File: src/rtl/mul_share_arbiter_pkg.sv
// Shared types and defaults for the multiplier-sharing arbiter and its round-robin picker.
package mul_share_arbiter_pkg;

    typedef enum logic [2:0] {
        IDLE  = 3'd0,
        GRANT = 3'd1,
        CLEAR = 3'd2,
        BUSY  = 3'd3,
        RESP  = 3'd4
    } state_e;

    localparam int DEF_WIDTH   = 64;
    localparam int DEF_TIMEOUT = 255;

    // Increment an index modulo n by explicit compare, so non-power-of-two n wraps correctly.
    function automatic int wrap_inc(input int idx, input int n);
        return (idx == n - 1) ? 0 : idx + 1;
    endfunction

endpackage

File: src/rtl/mul_share_arbiter_rr_pick.sv
// Combinational round-robin picker: first set request at or above the pointer, wrapping.
module rr_pick
    import mul_share_arbiter_pkg::*;
#(
    parameter int N_REQ = 4,
    parameter int IW    = $clog2(N_REQ)
) (
    input  logic [N_REQ-1:0] req_i,
    input  logic [IW-1:0]    ptr_i,
    output logic [IW-1:0]    winner_o,
    output logic             any_req_o
);

    logic found_s;
    int   idx_s;

    // Scan N_REQ positions starting at the pointer; the first hit wins.
    always_comb begin
        winner_o = '0;
        found_s  = 1'b0;
        idx_s    = int'(ptr_i);
        for (int k = 0; k < N_REQ; k++) begin
            if (!found_s && req_i[idx_s]) begin
                winner_o = IW'(idx_s);
                found_s  = 1'b1;
            end else begin
                found_s  = found_s;
            end
            idx_s = wrap_inc(idx_s, N_REQ);
        end
        any_req_o = found_s;
    end

endmodule

File: src/rtl/mul_share_arbiter.sv
// Round-robin sequencer sharing one multiplier core among N_REQ requesters.
// Handshake and core-control outputs are registered from the next state so they line up with it.
module mul_share_arbiter
    import mul_share_arbiter_pkg::*;
#(
    parameter int N_REQ   = 4,
    parameter int WIDTH   = DEF_WIDTH,
    parameter int TIMEOUT = DEF_TIMEOUT
) (
    input  logic                   clk,
    input  logic                   reset,
    input  logic [N_REQ-1:0]       req_valid,
    input  logic [N_REQ*WIDTH-1:0] req_multiplier,
    input  logic [N_REQ*WIDTH-1:0] req_multiplicand,
    output logic [N_REQ-1:0]       req_ready,
    output logic [N_REQ-1:0]       rsp_valid,
    output logic [2*WIDTH-1:0]     rsp_result,
    output logic                   rsp_err,
    output logic                   busy,
    output logic [WIDTH-1:0]       mul_multiplier,
    output logic [WIDTH-1:0]       mul_multiplicand,
    output logic                   mul_op_start,
    output logic                   mul_op_clear,
    input  logic                   mul_op_done,
    input  logic [2*WIDTH-1:0]     mul_result
);

    localparam int IW = $clog2(N_REQ);
    localparam int CW = $clog2(TIMEOUT + 1);

    state_e             state_q, state_d;
    logic [IW-1:0]      ptr_q, ptr_d;
    logic [IW-1:0]      win_q, win_d;
    logic [IW-1:0]      pick_s;
    logic               any_req_s;
    logic [CW-1:0]      cnt_q, cnt_d;
    logic [WIDTH-1:0]   a_q, a_d, b_q, b_d;
    logic [2*WIDTH-1:0] res_q, res_d;
    logic               err_q, err_d;
    logic [N_REQ-1:0]   ready_q, ready_d;
    logic [N_REQ-1:0]   rspv_q, rspv_d;
    logic               start_q, start_d;
    logic               clear_q, clear_d;
    logic               busy_q, busy_d;

    rr_pick #(
        .N_REQ (N_REQ),
        .IW    (IW)
    ) u_pick (
        .req_i     (req_valid),
        .ptr_i     (ptr_q),
        .winner_o  (pick_s),
        .any_req_o (any_req_s)
    );

    // Next-state logic plus lookahead for the registered outputs.
    always_comb begin
        state_d = state_q;
        ptr_d   = ptr_q;
        win_d   = win_q;
        cnt_d   = cnt_q;
        a_d     = a_q;
        b_d     = b_q;
        res_d   = res_q;
        err_d   = err_q;
        case (state_q)
            IDLE: begin
                if (any_req_s) begin
                    state_d = GRANT;
                    win_d   = pick_s;
                    a_d     = req_multiplier[int'(pick_s)*WIDTH +: WIDTH];
                    b_d     = req_multiplicand[int'(pick_s)*WIDTH +: WIDTH];
                    ptr_d   = IW'(wrap_inc(int'(pick_s), N_REQ));
                end else begin
                    state_d = IDLE;
                end
            end
            GRANT: state_d = CLEAR;
            CLEAR: begin
                state_d = BUSY;
                cnt_d   = '0;
            end
            BUSY: begin
                cnt_d = cnt_q + CW'(1);
                // Done takes precedence over a timeout landing in the same cycle.
                if (mul_op_done) begin
                    res_d   = mul_result;
                    err_d   = 1'b0;
                    state_d = RESP;
                end else if (cnt_d == CW'(TIMEOUT)) begin
                    res_d   = '0;
                    err_d   = 1'b1;
                    state_d = RESP;
                end else begin
                    state_d = BUSY;
                end
            end
            RESP:    state_d = IDLE;
            default: state_d = IDLE;
        endcase

        ready_d = (state_d == GRANT) ? (N_REQ'(1) << win_d) : '0;
        rspv_d  = (state_d == RESP)  ? (N_REQ'(1) << win_d) : '0;
        start_d = (state_d == BUSY);
        clear_d = (state_d == CLEAR) || (state_d == RESP);
        busy_d  = (state_d != IDLE);
    end

    // State and output registers; reset does not pulse the core clear.
    always_ff @(posedge clk) begin
        if (reset) begin
            state_q <= IDLE;
            ptr_q   <= '0;
            win_q   <= '0;
            cnt_q   <= '0;
            a_q     <= '0;
            b_q     <= '0;
            res_q   <= '0;
            err_q   <= 1'b0;
            ready_q <= '0;
            rspv_q  <= '0;
            start_q <= 1'b0;
            clear_q <= 1'b0;
            busy_q  <= 1'b0;
        end else begin
            state_q <= state_d;
            ptr_q   <= ptr_d;
            win_q   <= win_d;
            cnt_q   <= cnt_d;
            a_q     <= a_d;
            b_q     <= b_d;
            res_q   <= res_d;
            err_q   <= err_d;
            ready_q <= ready_d;
            rspv_q  <= rspv_d;
            start_q <= start_d;
            clear_q <= clear_d;
            busy_q  <= busy_d;
        end
    end

    assign req_ready        = ready_q;
    assign rsp_valid        = rspv_q;
    assign rsp_result       = res_q;
    assign rsp_err          = err_q;
    assign busy             = busy_q;
    assign mul_multiplier   = a_q;
    assign mul_multiplicand = b_q;
    assign mul_op_start     = start_q;
    assign mul_op_clear     = clear_q;

endmodule

File: config.mk
export PLATFORM = sky130hd
export DESIGN_NAME = mul_share_arbiter
export DESIGN_NICKNAME = d
export VERILOG_FILES = /design/src/rtl/mul_share_arbiter_pkg.sv /design/src/rtl/mul_share_arbiter_rr_pick.sv /design/src/rtl/mul_share_arbiter.sv
export SDC_FILE = /design/constraint.sdc
export NUM_CORES = 1
export LEC_CHECK = 0
export BUFFER_PORTS_ARGS = -buffer_cell sky130_fd_sc_hd__buf_4
export CAP_MARGIN = 20
export CORE_AREA = 2 2 357 359
export DETAILED_ROUTE_END_ITERATION = 8
export DIE_AREA = 0 0 359 361
export HOLD_SLACK_MARGIN = 0.12
export PLACE_DENSITY = 0.36
export SETUP_SLACK_MARGIN = 0.02
export SLEW_MARGIN = 5
export SYNTH_ARGS = -nofsm -noshare
export SYNTH_HDL_FRONTEND = slang
export SYNTH_SLANG_ARGS = --single-unit
File: constraint.sdc
create_clock -name clk -period 4.7 [get_ports clk]
set_input_delay 0.705 -clock clk [delete_from_list [all_inputs] [get_ports clk]]
set_output_delay 0.705 -clock clk [all_outputs]
set_load 0.1 [all_outputs]
==> reports/results.ini <==
[global_routing]
overflow = 0
grt_antenna_before_repair = 12
grt_pass1_wl_um = 121000
grt_usage_pct = 12.7
grt_pass1_vias = 15825
grt_max_degree = 129

[cts]
numCtsBuffers = 41
cts.sinks = 283
cts_setup_buffers = 0
path_clk_slew_ns = 0.06
cts_htree_levels = 2
cts_max_path_buffers = 3
clk_latency_ns = 0.61
cts-root-buf = clkbuf_16
cts_resized = 0
cts_tree = built
postCtsHoldBufs = 0

[timing]
relSlewSlack_pct = 42.9
hold_violations = 0
clock_skew_ns = 0.0254
finalSetupTns_ns = 0
tightest_slew_ns = 0.857
max_freq_mhz = 280
fin_crit_sh_pct = 76.1
rsz0062_at_grt = false
period_minus_slack_ns = 3.58
setup-violations-final = 0
slew_viol_final = 0

[hold_path]
worstHoldPathType = input port to flip-flop
worstHoldEndpoint = rsp_result[114]$_SDFFE_PP0P_
min_delay_path_depth = 2
hp-start = mul_result[114]

[critical_path]
crit_chain = ha_1 -> a211o_1 -> o21ai_0 -> a22o_1 -> mux2_8 -> buf_4 -> nand2_1 -> a311o_1 -> a31oi_1
cpPeakStageDelay_ns = 0.69
arrival_ns = 4.08
worst-path-max-fanout = 104
path_buf_inv = 1
worstSetupStartpointType = flip-flop
worstReg2RegEnd = mul_multiplicand[3]$_SDFFE_PP0P_
cp.required_ns = 5.20
r2r-start = ptr_q[0]$_SDFFE_PP0P_
reg2reg_depth = 9
crit_type = flip-flop to flip-flop
crit_slowest_cell = mux2_8
reg2reg_slack_ns = 1.12
cpLargestDelayFamily = compound AO/OA/AOI/OAI gates
crit_path_end_kind = flip-flop

[placement]
hpwl_um = 66800
io_buffers = 914
gp_congestion = 0.889

[route]
via_count = 15615
wl_um = 87000
viasPerCell = 3.80
post-route-drc-count = 0
drt-initial-drc-count = 971
dr.pass1.iters = 5
postRouteAntennaNets = 0
wl_per_cell_um = 21.2

[pwr]
power_leakage_nw = 10.2
ir_drop_v = 0.000366
powerDensity_mw_per_mm2 = 768
total_power_mw = 17.5

[yosys]
synth_nets = 2239
syn-cell-area_sq_mm = 0.0128
synth.distinct_cells = 46
syn_inst = 1589
synth_seq_cells = 283
avgSynthCellArea_sq_um = 8.07
ys.flop_type = dfxtp_1
ys_warn_count = 0
synth_edf_count = 0
ys_async_sr_fraction_pct = 0
synth-seq-area-share_pct = 44.2

[floorplan]
start_util_pct = 10.2
rows = 130
core_sq_mm = 0.125
die_w_um = 359
die_h_um = 361
die_area_sq_mm = 0.130
io_pins = 915

[outcome]
outcome = finished clean

[cells_and_area]
utilization_pct = 18.2
fill_cells = 14331
area_growth_pct = 77.6
drive_gt1_share_pct = 41.6
layout_commonest_cell = buf_4
finalNetCount = 3073
final_cell_mix = buf_4, nand2_1, dfxtp_1

[job]
maxCapViolCount = 0

sequential cells by signal, summed over array words and instances (netlist names):
name,flops
mul_multiplier,64
state_q,3
rsp_result,128
win_q,2
rsp_err,1
mul_op_clear,1
mul_multiplicand,64
ptr_q,2
cnt_q,8
req_ready,4
mul_op_start,1
busy,1
rsp_valid,4
through the flow:
step / cells / hold slack (ns) / instance area [sq um] / worst slack [ns]
final: 4105 / 0.317 / 22800 / 1.12
after global routing: 4104 / 0.259 / 22800 / 0.800
after CTS: 4102 / 0.242 / 22800 / 1.12
after detailed placement: 4030 / 0.465 / 21400 / 1.13
after global placement: 4030 / 0.464 / 21400 / 1.15
after floorplan: 1589 / 0.480 / 12800 / 2.09
cell type report:
type	count	area, sq um	share of cell area [%]
diodes	3	7.51	0.0329
clock buffers	55	1140	5.00
clock inverters	17	200	0.878
inverters	6	22.5	0.0988
multi-input cells	1149	6460	28.4
flip-flops and latches	283	5670	24.9
well taps	1650	2060	9.06
repair buffers	942	7230	31.7
cells in the mapped netlist (all sizes together), types with 5 or more instances:
master / n / area [sq um]
nor3: 11 / 60.1
a31oi: 131 / 820
a22o: 129 / 1130
nand2: 524 / 1970
a311o: 128 / 1280
nor2: 160 / 606
dfxtp: 283 / 5670
nand3: 5 / 25.0
mux2i: 5 / 75.1
o21ai: 5 / 25.0
inv: 6 / 22.5
buf: 55 / 360
a21oi: 13 / 65.1
clkbuf: 96 / 360
how the worst max path moves through the flow:
stage | from | to | slack (ns) | cells past startpoint
2_1_floorplan | ptr_q[1]$_SDFFE_PP0P_ | mul_multiplicand[27]$_SDFFE_PP0P_ | 2.09 | 11
3_3_place_gp | ptr_q[0]$_SDFFE_PP0P_ | mul_multiplier[19]$_SDFFE_PP0P_ | 1.15 | 9
3_5_place_dp | ptr_q[0]$_SDFFE_PP0P_ | mul_multiplicand[57]$_SDFFE_PP0P_ | 1.13 | 9
4_1_cts | ptr_q[0]$_SDFFE_PP0P_ | mul_multiplicand[52]$_SDFFE_PP0P_ | 1.12 | 9
5_1_grt | ptr_q[0]$_SDFFE_PP0P_ | mul_multiplicand[8]$_SDFFE_PP0P_ | 0.80 | 9
6_report | ptr_q[0]$_SDFFE_PP0P_ | mul_multiplicand[3]$_SDFFE_PP0P_ | 1.12 | 9
where the power goes:
group,internal (mW),switching (mW)
registers,3.06,0.456
logic,2.58,8.23
clock network,1.83,1.35
total,7.47,10.0
worst register-to-register path, delay by kind of cell, from the launching register on:
kind | cells | cell delay, ns
multiplexers | 1 | 0.69
buffers and inverters | 1 | 0.51
flip-flops | 1 | 0.62
AO/OA/AOI/OAI | 5 | 1.13
AND/OR/NAND/NOR | 1 | 0.10
adder cells (fa/ha/maj) | 1 | 0.43
layer usage:
metal	vias to the layer above	global-route usage [%]	part of all wire, %
li1	7351	-	-
met1	7461	15.1	41
met2	709	22.2	49
met3	86	4.29	8.4
met4	8	2.81	1.8
met5	-	0	0.057
kinds of logic (layout without fill, tap and decap cells):
logic type / Yosys count / after routing / synth area share [%]
other: 0 / 3 / 0
DFF: 283 / 283 / 44.2
xor gates and xnor gates: 5 / 5 / 0.341
and+or+nand+nor: 716 / 716 / 21.6
buffers and inverters: 157 / 1020 / 5.79
adders and majority gates: 4 / 4 / 0.380
AOI/OAI and AO/OA: 416 / 416 / 26.7
muxes: 8 / 8 / 1.02
Note: power is estimated with default switching activity, not from simulation.
